===== config.mk =====
export PLATFORM = sky130hd
export DESIGN_NAME = interrupt_controller
export DESIGN_NICKNAME = d
export VERILOG_FILES = /design/src/rtl/interrupt_controller.sv
export SDC_FILE = /design/constraint.sdc
export NUM_CORES = 1
export LEC_CHECK = 0
export ABC_AREA = 1
export CAP_MARGIN = 20
export CORE_ASPECT_RATIO = 0.9
export CORE_MARGIN = 2
export CORE_UTILIZATION = 35
export CTS_BUF_LIST = sky130_fd_sc_hd__clkbuf_8
export DETAILED_ROUTE_END_ITERATION = 12
export PLACE_DENSITY = 0.91
export SLEW_MARGIN = 20
export SYNTH_ARGS = -nofsm -noshare
export SYNTH_HDL_FRONTEND = slang
export SYNTH_SLANG_ARGS = --single-unit

===== constraint.sdc =====
create_clock -name clk -period 1.7 [get_ports clk]
set_clock_uncertainty 0.1 [all_clocks]
set_input_delay 0.17 -clock clk [delete_from_list [all_inputs] [get_ports clk]]
set_output_delay 0.17 -clock clk [all_outputs]
set_load 0.01 [all_outputs]

===== src/rtl/interrupt_controller.sv =====
// interrupt_controller: priority interrupt controller between the peripheral
// factor/mask registers and the CPU core microcode. Masked factor flags are
// reduced to six sources. The highest pending source is accepted at an
// instruction boundary while the I flag is set, and is then held through the
// core's acknowledge / service handshake.
// Optional feature macro: IRQ_HALT_WAKE_EN enables the HALT wake pulse and
// acceptance while halted without an instruction boundary.
module interrupt_controller #(
  parameter logic [12:0] VECTOR_BASE     = 13'h0100,
  parameter int          NUM_FACTOR_BITS = 10
) (
  input  logic                       clk,
  input  logic                       reset_n,
  input  logic [NUM_FACTOR_BITS-1:0] factor,
  input  logic [NUM_FACTOR_BITS-1:0] mask,
  input  logic                       interrupt_flag,
  input  logic                       instr_boundary,
  input  logic                       irq_ack,
  input  logic                       halt,
  output logic                       irq_req,
  output logic [12:0]                irq_vector,
  output logic [2:0]                 irq_source,
  output logic                       wake
);

  typedef enum logic [1:0] {
    IDLE    = 2'd0,
    REQUEST = 2'd1,
    SERVICE = 2'd2
  } state_t;

  state_t      state_q, state_d;
  logic [12:0] vector_q, vector_d;
  logic [2:0]  source_q, source_d;
  logic        shadow_q, shadow_d;
  logic        iflag_q;
  logic [NUM_FACTOR_BITS-1:0] masked;
  logic [2:0]  winner;
  logic        iflagRise;
  logic        shadowEff;
  logic        trigger;

`ifdef IRQ_HALT_WAKE_EN
  logic wake_q, wake_d;
  logic armed_q, armed_d;
`else
  logic unused_halt;
  assign unused_halt = halt;
`endif

  // Priority encoder: later assignments override earlier ones, so the highest pending id wins
  always_comb begin
    masked = factor & mask;
    winner = 3'd0;
    if (|masked[3:0]) winner = 3'd1;
    if (|masked[5:4]) winner = 3'd2;
    if (masked[6])    winner = 3'd3;
    if (masked[7])    winner = 3'd4;
    if (masked[8])    winner = 3'd5;
    if (masked[9])    winner = 3'd6;
  end

  // A rising I flag counts as shadowed in the same cycle so a coincident boundary cannot accept
  assign iflagRise = interrupt_flag & ~iflag_q;
  assign shadowEff = shadow_q | iflagRise;

`ifdef IRQ_HALT_WAKE_EN
  assign trigger = instr_boundary | halt;
`else
  assign trigger = instr_boundary;
`endif

  // Next-state logic for the request handshake, the EI shadow and the wake pulse
  always_comb begin
    state_d  = state_q;
    vector_d = vector_q;
    source_d = source_q;
    shadow_d = shadowEff;
`ifdef IRQ_HALT_WAKE_EN
    wake_d  = 1'b0;
    armed_d = armed_q;
    if (winner == 3'd0) begin
      armed_d = 1'b1;
    end else if (halt && armed_q) begin
      wake_d  = 1'b1;
      armed_d = 1'b0;
    end
`endif
    case (state_q)
      IDLE: begin
        if (trigger) begin
          shadow_d = 1'b0;
          if (interrupt_flag && (winner != 3'd0) && !shadowEff) begin
            state_d  = REQUEST;
            source_d = winner;
            vector_d = VECTOR_BASE + {9'd0, winner, 1'b0};
          end
        end
      end
      REQUEST: begin
        if (!interrupt_flag) begin
          state_d  = IDLE;
          source_d = 3'd0;
          vector_d = 13'h0000;
        end else if (irq_ack) begin
          state_d = SERVICE;
        end
      end
      SERVICE: begin
        if (!interrupt_flag) state_d = IDLE;
      end
      default: state_d = IDLE;
    endcase
  end

  // State and latched-request registers with synchronous active-low reset
  always_ff @(posedge clk) begin
    if (!reset_n) begin
      state_q  <= IDLE;
      vector_q <= 13'h0000;
      source_q <= 3'd0;
      shadow_q <= 1'b0;
      iflag_q  <= 1'b0;
`ifdef IRQ_HALT_WAKE_EN
      wake_q   <= 1'b0;
      armed_q  <= 1'b1;
`endif
    end else begin
      state_q  <= state_d;
      vector_q <= vector_d;
      source_q <= source_d;
      shadow_q <= shadow_d;
      iflag_q  <= interrupt_flag;
`ifdef IRQ_HALT_WAKE_EN
      wake_q   <= wake_d;
      armed_q  <= armed_d;
`endif
    end
  end

  assign irq_req    = (state_q == REQUEST);
  assign irq_vector = vector_q;
  assign irq_source = source_q;
`ifdef IRQ_HALT_WAKE_EN
  assign wake = wake_q;
`else
  assign wake = 1'b0;
`endif

endmodule

==> results.yml <==
clocking:
  cts_hold_buf: 0
  clock_path_buffers: 2
  cts.sinks: 8
  cts_root_buffer: "clkbuf_8"
  cts-resized-gates: 0
  htreeDepth: 1
  worstSkewPairLatency_ps: 230
  post-cts-setup-buffers: 0
  cts.clk_slew.worst_paths_ps: 40
  tritoncts: "done"
  cts_buffers: 3
timing:
  hold_viol: 0
  fmax_ghz: 0.614
  min_period_ps: 1630
  slew_violations: 0
  fin_ws_ps: 71.6
  tns_ps: 0
  fin_crit_sh_pct: 95.8
  rsz0062_at_grt: "no"
  final-setup-viol-count: 0
global_route:
  grt_util_all_layers_pct: 15.9
  grt_pass1_vias: 500
  grt-ovfl-total: 0
  grt_antenna_before_repair: 0
  grt_start_max_net_pins: 8
  grt_pass1_wl_um: 2020
synthesis:
  ys_seq_area_share_pct: 30.3
  synth_top_area_share_pct: 30.3
  ys_ff_latch: 8
  syn-cell-area_um2: 528
  synthesis.instances: 78
  syn_avg_cell_area_um2: 6.77
  synth_warnings: 0
  yosys.area.top_type: "dfxtp_1"
  ys_top_cells_by_area: "dfxtp_1 (30%), buf_4 (18%), nand2_1 (13%), a21oi_1 (6.6%), nand3_1 (6.6%)"
  synth_cell_types: 16
setup_path:
  crit_chain: "inv_1 -> nor2_1 -> clkdlybuf4s50_1"
  required_ps: 1430
  critPathCaptureType: "output pin"
  crit_type: "flip-flop to output pin"
  arrival_ps: 1360
  cp-start-kind: "flip-flop"
  critical_path.max_fanout: 3
  critPathMaxStageDelay_ps: 580
  slowest_stage: "clkdlybuf4s50_1"
layout:
  final_cell_mix: "clkdlybuf4s50_1 (32), nand2_1 (18), conb_1 (10), dfxtp_1 (8)"
  diodes: 0
  drive_gt1_share_pct: 10.0
  layout_commonest_cell: "clkdlybuf4s50_1"
  final_net_count: 138
  nFillCells: 126
  syn_to_final_growth_pct: 61.4
  final_core_util_pct: 59.5
power:
  p_int_uw: 434
  total_power_uw: 577
  p_switching_uw: 143
  netSwitchingFraction_pct: 24.8
  comb_power_share_pct: 25.6
  power.static_leakage_nw: 0.379
  peakVddDrop_mv: 0.401
  seqPwrFrac_pct: 35.0
  clkPwrFrac_pct: 39.3
  powerDensity_nw_per_um2: 677
place:
  place_ws_ps: 88.8
  port-buffer-count: 32
  dp_hpwl_um: 1120
  gp_congestion: 0.783
route:
  drtIter0Drc: 8
  wl_per_cell_um: 10.8
  antenna_left: 0
  drc: 0
  dr_total_vias: 580
  vias_per_cell: 4.64
  first_pass_iters: 4
  detail_route.wirelength_um: 1350
floorplanning:
  die_x_um: 44.9
  die_h_um: 40.8
  dieArea_um2: 1840
  core_um2: 1430
  boundaryPins: 44
  start_util_pct: 36.9
  row_count: 13
worst_hold_path:
  hold_class: "flip-flop to flip-flop"
run_status:
  status: "finished clean"
job:
  timing.max_cap.violations: 0
-- cells in the mapped netlist --
| cell | number |
|---|---|
| inv_2 | 1 |
| dfxtp_1 | 8 |
| nand2_2 | 3 |
| nand2_1 | 18 |
| inv_1 | 6 |
| nor2_1 | 5 |
| conb_1 | 1 |
| o21ai_1 | 1 |
| or4_1 | 1 |
| nand3_2 | 2 |
| nand4_1 | 3 |
| buf_4 | 13 |
| nand3_1 | 7 |
| nor2_2 | 1 |
| a211oi_1 | 1 |
| a21oi_1 | 7 |
-- metal layers --
metal | routed length, µm | up-vias | track usage (%)
li1 | - | 294 | -
met1 | 504 | 253 | 16.5
met4 | 65 | 0 | 9.56
met5 | 0 | - | 0
met3 | 80 | 8 | 4.85
met2 | 694 | 25 | 28.9
-- path summary, 6_finish.rpt --
path                                   start                    endpoint  slack [ps]  depth (start not counted)
setup / recovery     state_q[0]$_SDFFE_PN0P_                     irq_req          70                          3
hold / removal    irq_vector[8]$_SDFFE_PN0P_  irq_vector[8]$_SDFFE_PN0P_         370                          2
setup reg to reg          iflag_q$_SDFF_PN0_  irq_source[1]$_SDFFE_PN0P_         460                          7
hold reg to reg   irq_vector[8]$_SDFFE_PN0P_  irq_vector[8]$_SDFFE_PN0P_         370                          2
-- power by group through the flow --
stage	Sequential (mW)	Combinational, mW	Clock [mW]
after floorplan	0.206	0.0804	0
after global placement	0.204	0.142	0
after detailed placement	0.205	0.147	0
after CTS	0.202	0.148	0.232
after global routing	0.202	0.161	0.243
final	0.202	0.148	0.227
-- cell type report --
cell class	instances	area, µm²	area share (%)
clock buffer	3	41.3	4.85
multi-input combinational	59	278	32.6
timing repair buffer	33	328	38.5
inverter	7	26.3	3.08
tap	15	18.8	2.20
sequential	8	160	18.8
-- kinds of logic after synthesis --
family                 synth area share (%)
flip-flops                             30.3
AND/OR/NAND/NOR                        36.5
other                                 0.710
AO/OA/AOI/OAI                          9.00
buffers and inverters                  23.5
-- sequential cells by signal, indices dropped and copies added, names as in the netlist --
register,count
shadow_q,1
irq_vector,2
iflag_q,1
state_q,2
irq_source,2
-- metrics by stage --
| stage | hold WS (ps) | instance area (µm²) | cells |
|---|---|---|---|
| floorplan | 163 | 562 | 87 |
| global placement | 360 | 811 | 122 |
| detailed placement | 363 | 811 | 122 |
| CTS | 368 | 852 | 125 |
| global route | 375 | 852 | 125 |
| finish | 369 | 852 | 125 |
-- critical path, delay by kind of cell, from the launching register on --
kind / cells / cell delay (ps)
buffers and inverters: 2 / 640
flip-flops: 1 / 310
AND/OR/NAND/NOR: 1 / 170
No activity file was read; power rests on OpenSTA's default activity.
